$ cat src/rtl/axi_ram_arbiter.sv
// Two-path AXI arbiter: NUM_MASTERS upstream masters share one axi_ram slave port.
// Latency: one grant-register cycle before AW/AR is routed; beats are routed combinationally.
// Backpressure: non-granted masters see READY=0; the granted master sees slave READY/VALID.
package axi_pkg;
    localparam int ADDR_W = 32;
    localparam int DATA_W = 32;
    localparam int ID_W   = 8;

    typedef struct packed {
        logic [ID_W-1:0]   id;
        logic [ADDR_W-1:0] addr;
        logic [7:0]        len;
        logic [2:0]        size;
        logic [1:0]        burst;
    } axi_ax_t;

    typedef struct packed {
        logic [DATA_W-1:0]   data;
        logic [DATA_W/8-1:0] strb;
        logic                last;
    } axi_w_t;

    typedef struct packed {
        logic [ID_W-1:0] id;
        logic [1:0]      resp;
    } axi_b_t;

    typedef struct packed {
        logic [ID_W-1:0]   id;
        logic [DATA_W-1:0] data;
        logic [1:0]        resp;
        logic              last;
    } axi_r_t;

    typedef struct packed {
        axi_ax_t aw;
        axi_w_t  w;
        axi_ax_t ar;
    } axi_mosi_data_t;

    typedef struct packed {
        axi_b_t b;
        axi_r_t r;
    } axi_miso_data_t;

    typedef struct packed {
        axi_mosi_data_t data;
        logic           aw_valid;
        logic           w_valid;
        logic           b_ready;
        logic           ar_valid;
        logic           r_ready;
    } axi_mosi_t;

    typedef struct packed {
        axi_miso_data_t data;
        logic           aw_ready;
        logic           w_ready;
        logic           b_valid;
        logic           ar_ready;
        logic           r_valid;
    } axi_miso_t;
endpackage

module axi_ram_arbiter
    import axi_pkg::*;
#(
    parameter int NUM_MASTERS = 2,
    parameter int GRANT_W     = $clog2(NUM_MASTERS)
) (
    input  logic               clk_i,
    input  logic               rst_n_i,
    input  axi_mosi_t          s_mosi_i [NUM_MASTERS],
    output axi_miso_t          s_miso_o [NUM_MASTERS],
    output axi_mosi_t          m_mosi_o,
    input  axi_miso_t          m_miso_i,
    output logic [GRANT_W-1:0] wr_grant_o,
    output logic [GRANT_W-1:0] rd_grant_o,
    output logic               wr_busy_o,
    output logic               rd_busy_o
);

    typedef enum logic [1:0] {W_IDLE, W_ADDR, W_DATA, W_RESP} wr_state_t;
    typedef enum logic [1:0] {R_IDLE, R_ADDR, R_DATA} rd_state_t;

    wr_state_t          wr_state, wr_state_nxt;
    rd_state_t          rd_state, rd_state_nxt;
    logic [GRANT_W-1:0] wr_grant, wr_grant_nxt, wr_ptr, wr_ptr_nxt;
    logic [GRANT_W-1:0] rd_grant, rd_grant_nxt, rd_ptr, rd_ptr_nxt;
    logic [NUM_MASTERS-1:0] aw_req, ar_req;

    // First requester at or above ptr, wrapping past NUM_MASTERS-1.
    function automatic logic [GRANT_W-1:0] rr_pick(input logic [NUM_MASTERS-1:0] req,
                                                   input logic [GRANT_W-1:0] ptr);
        logic [GRANT_W:0] idx;
        logic             found;
        rr_pick = ptr;
        found   = 1'b0;
        for (int i = 0; i < NUM_MASTERS; i++) begin
            idx = {1'b0, ptr} + (GRANT_W+1)'(i);
            if (idx >= (GRANT_W+1)'(NUM_MASTERS))
                idx = idx - (GRANT_W+1)'(NUM_MASTERS);
            if (!found && req[idx[GRANT_W-1:0]]) begin
                found   = 1'b1;
                rr_pick = idx[GRANT_W-1:0];
            end
        end
    endfunction

    function automatic logic [GRANT_W-1:0] rr_next(input logic [GRANT_W-1:0] g);
        rr_next = (g == GRANT_W'(NUM_MASTERS-1)) ? '0 : g + 1'b1;
    endfunction

    always_comb begin
        for (int k = 0; k < NUM_MASTERS; k++) begin
            aw_req[k] = s_mosi_i[k].aw_valid;
            ar_req[k] = s_mosi_i[k].ar_valid;
        end
    end

    always_ff @(posedge clk_i or negedge rst_n_i) begin
        if (!rst_n_i) begin
            wr_state <= W_IDLE;
            wr_grant <= '0;
            wr_ptr   <= '0;
            rd_state <= R_IDLE;
            rd_grant <= '0;
            rd_ptr   <= '0;
        end else begin
            wr_state <= wr_state_nxt;
            wr_grant <= wr_grant_nxt;
            wr_ptr   <= wr_ptr_nxt;
            rd_state <= rd_state_nxt;
            rd_grant <= rd_grant_nxt;
            rd_ptr   <= rd_ptr_nxt;
        end
    end

    // A granted master that drops AWVALID simply stalls the path; no re-arbitration.
    always_comb begin
        wr_state_nxt = wr_state;
        wr_grant_nxt = wr_grant;
        wr_ptr_nxt   = wr_ptr;
        case (wr_state)
            W_IDLE: if (|aw_req) begin
                wr_grant_nxt = rr_pick(aw_req, wr_ptr);
                wr_state_nxt = W_ADDR;
            end
            W_ADDR: if (s_mosi_i[wr_grant].aw_valid && m_miso_i.aw_ready)
                wr_state_nxt = W_DATA;
            W_DATA: if (s_mosi_i[wr_grant].w_valid && m_miso_i.w_ready &&
                        s_mosi_i[wr_grant].data.w.last)
                wr_state_nxt = W_RESP;
            W_RESP: if (m_miso_i.b_valid && s_mosi_i[wr_grant].b_ready) begin
                wr_ptr_nxt   = rr_next(wr_grant);
                wr_state_nxt = W_IDLE;
            end
            default: wr_state_nxt = W_IDLE;
        endcase
    end

    always_comb begin
        rd_state_nxt = rd_state;
        rd_grant_nxt = rd_grant;
        rd_ptr_nxt   = rd_ptr;
        case (rd_state)
            R_IDLE: if (|ar_req) begin
                rd_grant_nxt = rr_pick(ar_req, rd_ptr);
                rd_state_nxt = R_ADDR;
            end
            R_ADDR: if (s_mosi_i[rd_grant].ar_valid && m_miso_i.ar_ready)
                rd_state_nxt = R_DATA;
            R_DATA: if (m_miso_i.r_valid && s_mosi_i[rd_grant].r_ready &&
                        m_miso_i.data.r.last) begin
                rd_ptr_nxt   = rr_next(rd_grant);
                rd_state_nxt = R_IDLE;
            end
            default: rd_state_nxt = R_IDLE;
        endcase
    end

    // Response payloads are broadcast; only handshake signals are steered to the owner.
    always_comb begin
        m_mosi_o = '0;
        for (int k = 0; k < NUM_MASTERS; k++) begin
            s_miso_o[k]      = '0;
            s_miso_o[k].data = m_miso_i.data;
        end
        case (wr_state)
            W_ADDR: begin
                m_mosi_o.data.aw             = s_mosi_i[wr_grant].data.aw;
                m_mosi_o.aw_valid            = s_mosi_i[wr_grant].aw_valid;
                s_miso_o[wr_grant].aw_ready  = m_miso_i.aw_ready;
            end
            W_DATA: begin
                m_mosi_o.data.w              = s_mosi_i[wr_grant].data.w;
                m_mosi_o.w_valid             = s_mosi_i[wr_grant].w_valid;
                s_miso_o[wr_grant].w_ready   = m_miso_i.w_ready;
            end
            W_RESP: begin
                m_mosi_o.b_ready             = s_mosi_i[wr_grant].b_ready;
                s_miso_o[wr_grant].b_valid   = m_miso_i.b_valid;
            end
            default: ;
        endcase
        case (rd_state)
            R_ADDR: begin
                m_mosi_o.data.ar             = s_mosi_i[rd_grant].data.ar;
                m_mosi_o.ar_valid            = s_mosi_i[rd_grant].ar_valid;
                s_miso_o[rd_grant].ar_ready  = m_miso_i.ar_ready;
            end
            R_DATA: begin
                m_mosi_o.r_ready             = s_mosi_i[rd_grant].r_ready;
                s_miso_o[rd_grant].r_valid   = m_miso_i.r_valid;
            end
            default: ;
        endcase
    end

    assign wr_grant_o = wr_grant;
    assign rd_grant_o = rd_grant;
    assign wr_busy_o  = (wr_state != W_IDLE);
    assign rd_busy_o  = (rd_state != R_IDLE);

endmodule

$ cat config.mk
export PLATFORM = sky130hd
export DESIGN_NAME = axi_ram_arbiter
export DESIGN_NICKNAME = d
export VERILOG_FILES = /design/src/rtl/axi_ram_arbiter.sv
export SDC_FILE = /design/constraint.sdc
export NUM_CORES = 1
export LEC_CHECK = 0
export BUFFER_PORTS_ARGS = -buffer_cell sky130_fd_sc_hd__buf_2
export CAP_MARGIN = 40
export CORE_AREA = 3 3 242 244
export CTS_CLUSTER_DIAMETER = 40
export DETAILED_ROUTE_END_ITERATION = 10
export DIE_AREA = 0 0 245 247
export PLACE_DENSITY = 0.3
export SLEW_MARGIN = 30
export SYNTH_ARGS = -nofsm -noshare
export SYNTH_HDL_FRONTEND = slang
export SYNTH_SLANG_ARGS = --single-unit
$ cat constraint.sdc
create_clock -name clk_i -period 4 [get_ports clk_i]
set_input_delay 0.4 -clock clk_i [delete_from_list [all_inputs] [get_ports clk_i]]
set_output_delay 0.4 -clock clk_i [all_outputs]
set_load 0.05 [all_outputs]
-- Yosys cells after proc, flatten, opt, wreduce, memory -nomap -nowiden
Cells that the tools add are included.
W data, S select, Z words.
- register bits: 8
- bits of input ports: 356
- output and inout port bits: 268
- logic and storage cells: 137
- add/subtract/negate cells: 8
- order comparisons: 12
- equal/unequal tests: 12
- mux-type cells: 72
- bitwise operators: 2
- reductions and logical operators: 25
- operator list (cell ; number):
    $bwmux W116 ; 5
    $mux W148 ; 3
    $pmux W116 S3 ; 1
    $demux W58 S1 ; 5
    $pmux W116 S2 ; 1
    $mux W58 ; 3
    $mux W53 ; 2
    $mux W1 ; 38
    $mux W37 ; 1
    $mux W2 ; 8
    $ne A2 B2 Y1 const B ; 7
    $logic_and A1 B1 Y1 ; 11
    $ge A2 B2 Y1 const B ; 4
    $lt A1 B2 Y1 const B ; 4
    $pmux W2 S4 ; 1
    $reduce_and A2 Y1 ; 4
    $eq A2 B2 Y1 const B ; 3
    $pmux W2 S3 ; 1
    $mux W5 ; 1
    $add A1 B1 Y2 const B ; 2
    $eq A2 B1 Y1 const B ; 2
    $ge A1 B2 Y1 const B ; 2
    $logic_not A2 Y1 ; 2
    $lt A2 B1 Y1 const B ; 2
    10 further kinds ; 18

-- Longest topological paths before layout
- depth after elaboration: 12
- mapped depth: 8
- gate-level depth less buffers: 6

-- Worst setup path after synthesis
No wires, ideal clock.
- path type: flip-flop to output port
- start point: register wr_grant, in the netlist wr_grant_o
- end point: output s_miso_o[60] in the netlist's numbering
- data arrival time: 2.673 ns
- data required time: 3.600 ns
- path slack: 0.927 ns
- cell stages (with the launch flop): 5
- buffers on the path: 3
- cell sequence: dfrtp_1 buf_4 buf_6 buf_4 nor4_1
- RTL lines (element ; RTL line ; source):
    start: declaration ; 88 ; logic [GRANT_W-1:0] wr_grant, wr_grant_nxt, wr_ptr, wr_ptr_nxt;
    start signal: assignment ; 131 ; wr_grant <= wr_grant_nxt;
    end: declaration ; 74 ; output axi_miso_t s_miso_o [NUM_MASTERS],

==> results.yml <==
status:
  outcome: "finished clean"
route:
  post_drt_via_cell_ratio: 3.17
  postRouteAntennaNets: 0
  drt_first_pass_iters: 4
  wirelength_um: 30800
  initialDrtViolationCount: 126
  drcViolationCount: 0
  routedWlPerCell_um: 16.9
  vias: 5790
global_route:
  grt.overflow.total: 0
  track_usage_pct: 9.24
  busiest_layer: "met2"
  grt_use_met1_pct: 9.33
  antenna_found_initial: 31
  grt_max_degree: 56
  grt_pass1_wl_um: 40500
  met2_usage_pct: 18.3
  met3_usage_pct: 3.36
  grt_pass1_vias: 5847
cells_and_area:
  fin_area_mm2: 0.00753
  drive_gt1_share_pct: 60.1
  fill_cells: 6594
  final_nets: 1432
  syn_to_final_growth_pct: 94.3
yosys:
  syn-cell-area_mm2: 0.00387
  yosysUniqueCellTypes: 33
  syn_area_per_cell_um2: 7.37
  synth-edff-count: 0
  synth_area_leader_cell: "mux2i_1"
  yosysSeqAreaShare_pct: 5.17
  synth_area_leaders: "mux2i_1 38%, nor2b_1 16%, buf_4 12%"
  ys_seq_elements: 8
  ys.flop_type: "dfrtp_1"
  synth_top_area_share_pct: 38.5
  async_reset_ff_share_pct: 100
  synthTopCellsByCount: "149 x mux2i_1, 97 x nor2b_1, 64 x nor2_1, 60 x buf_4, 54 x and2_1"
  synthesis.nets: 890
  synth.most_common_cell: "mux2i_1"
  yosysWarnings: 0
  syn_inst: 526
timing:
  fmax_mhz: 342
  finClkSkew_ns: 0.000573
  finalSetupViolCount: 0
  slew_violations: 0
  worstMarginPinSlew_ns: 0.620
  fin_setup_tns_ns: 0
  relSlewSlack_pct: 58.7
  period_minus_slack_ns: 2.93
  hold_viol_final: 0
  rsz0062_at_grt: "no"
  period_share_pct: 73.2
placed_design:
  hpwlAfterDp_um: 27900
  port_buffers: 623
  placed_area_mm2: 0.00745
  place_congestion: 0.815
worst_setup_path:
  critPathKind: "reg2out"
  start_kind: "register"
  critPathMaxFanout: 53
  slowest_delay_ns: 0.53
  slowest_stage: "ha_1"
  setup.worst_path.end_class: "output port"
  cp.required_ns: 3.60
  worstPathArrival_ns: 2.53
  path_cells: "inv_1 -> ha_1 -> nor4_2 -> o21ai_2 -> buf_4 -> and2_1 -> buf_2"
clock_network:
  numCtsBuffers: 3
  ctsHoldBuffers: 0
  cts_resized: 0
  cts_setup_buffers: 0
  clock-sinks: 8
  cts_buffer_depth: 2
  cts_tree: "built"
  clkLatencyLatePin_ns: 0.24
  htree_num_levels: 1
  root_buffer: "clkbuf_16"
  clk_pin_slew_ns: 0.04
floorplanning:
  start_util_pct: 6.86
  die_h_um: 247
  rows: 87
  core_mm2: 0.0565
  ios: 624
  die_x_um: 245
  die-area_mm2: 0.0605
min_path:
  hp-class: "in2async"
flow_run:
  maxCapViolCount: 0
-- flip-flops by register name, indices dropped and copies added (netlist names) --
| signal | count |
|---|---|
| rd_grant_o | 1 |
| rd_ptr | 1 |
| rd_state | 2 |
| wr_grant_o | 1 |
| wr_ptr | 1 |
| wr_state | 2 |
-- worst max-delay path: cells and delay by family, from the launching register on --
family,cells,cell delay (ns)
flip-flops,1,0.40
adder cells (fa/ha/maj),1,0.53
buffers and inverters,3,0.77
AND/OR/NAND/NOR,2,0.42
AO/OA/AOI/OAI,1,0.14
-- placed cells by master (no fill, tap or decap), drive strengths merged, types with 2 or more instances in the layout --
master,netlist,layout
a21oi,5,5
a31oi,3,3
and2,54,54
buf,74,630
clkbuf,19,3
dfrtp,8,8
diode,0,4
ha,8,8
inv,12,11
mux2,2,2
mux2i,149,149
nand2,7,7
nand2b,2,2
nand3,4,4
nand4,2,2
nand4b,2,2
nor2,64,64
nor2b,97,97
nor4,4,4
o21ai,4,4
-- metrics by stage --
step	cells	utilization (%)	setup WS [ns]	hold slack [ns]
6_report	1826	13.3	1.07	0.0269
5_1_grt	1824	13.3	0.869	0.0445
4_1_cts	1822	13.3	0.921	0.0367
3_5_place_dp	1819	13.2	1.19	0.299
3_3_place_gp	1817	13.1	1.25	0.295
2_1_floorplan	526	-	0.927	0.104
-- path summary, 6_finish.rpt --
kind | to | depth (start not counted) | slack [ns] | from
max | s_miso_o[76] | 7 | 1.07 | wr_state[0]$_DFFE_PN0P_
min | rd_grant_o$_DFFE_PN0P_ | 1 | 0.03 | rst_n_i
max reg2reg | wr_state[1]$_DFFE_PN0P_ | 7 | 1.80 | wr_state[1]$_DFFE_PN0P_
min reg2reg | rd_ptr$_DFFE_PN0P_ | 2 | 0.55 | rd_ptr$_DFFE_PN0P_
max in group asynchronous | wr_grant_o$_DFFE_PN0P_ | 1 | 3.73 | rst_n_i
min in group clk_i | rd_grant_o$_DFFE_PN0P_ | 2 | 0.40 | s_mosi_i[149]
-- kinds of logic (layout without fill, tap and decap cells) --
logic type,after synthesis,count (layout),synth area share [%]
AO/OA/AOI/OAI,17,17,2.81
adder cells (fa/ha/maj),8,8,2.58
buffers and inverters,105,645,16.5
flip-flops,8,8,5.17
multiplexers,151,151,39.1
other,0,4,0
AND/OR/NAND/NOR,237,237,33.8
-- cell type report --
cell class	count	area, µm²	area share, %
diodes	4	10.0	0.133
multi-input cells	413	3040	40.4
repair buffers	630	3210	42.6
inverters	12	45.0	0.598
flip-flops and latches	8	208	2.76
well taps	756	946	12.6
clock buffers	3	75.1	0.997
-- routing by layer --
layer,wire [µm],part of all wire (%)
met5,7,0.023
met4,731,2.4
met3,2960,9.6
met2,16200,53
met1,10900,35
Power is not shown: default switching activity piles up to over one toggle a cycle in this logic, so the estimate is an artifact.
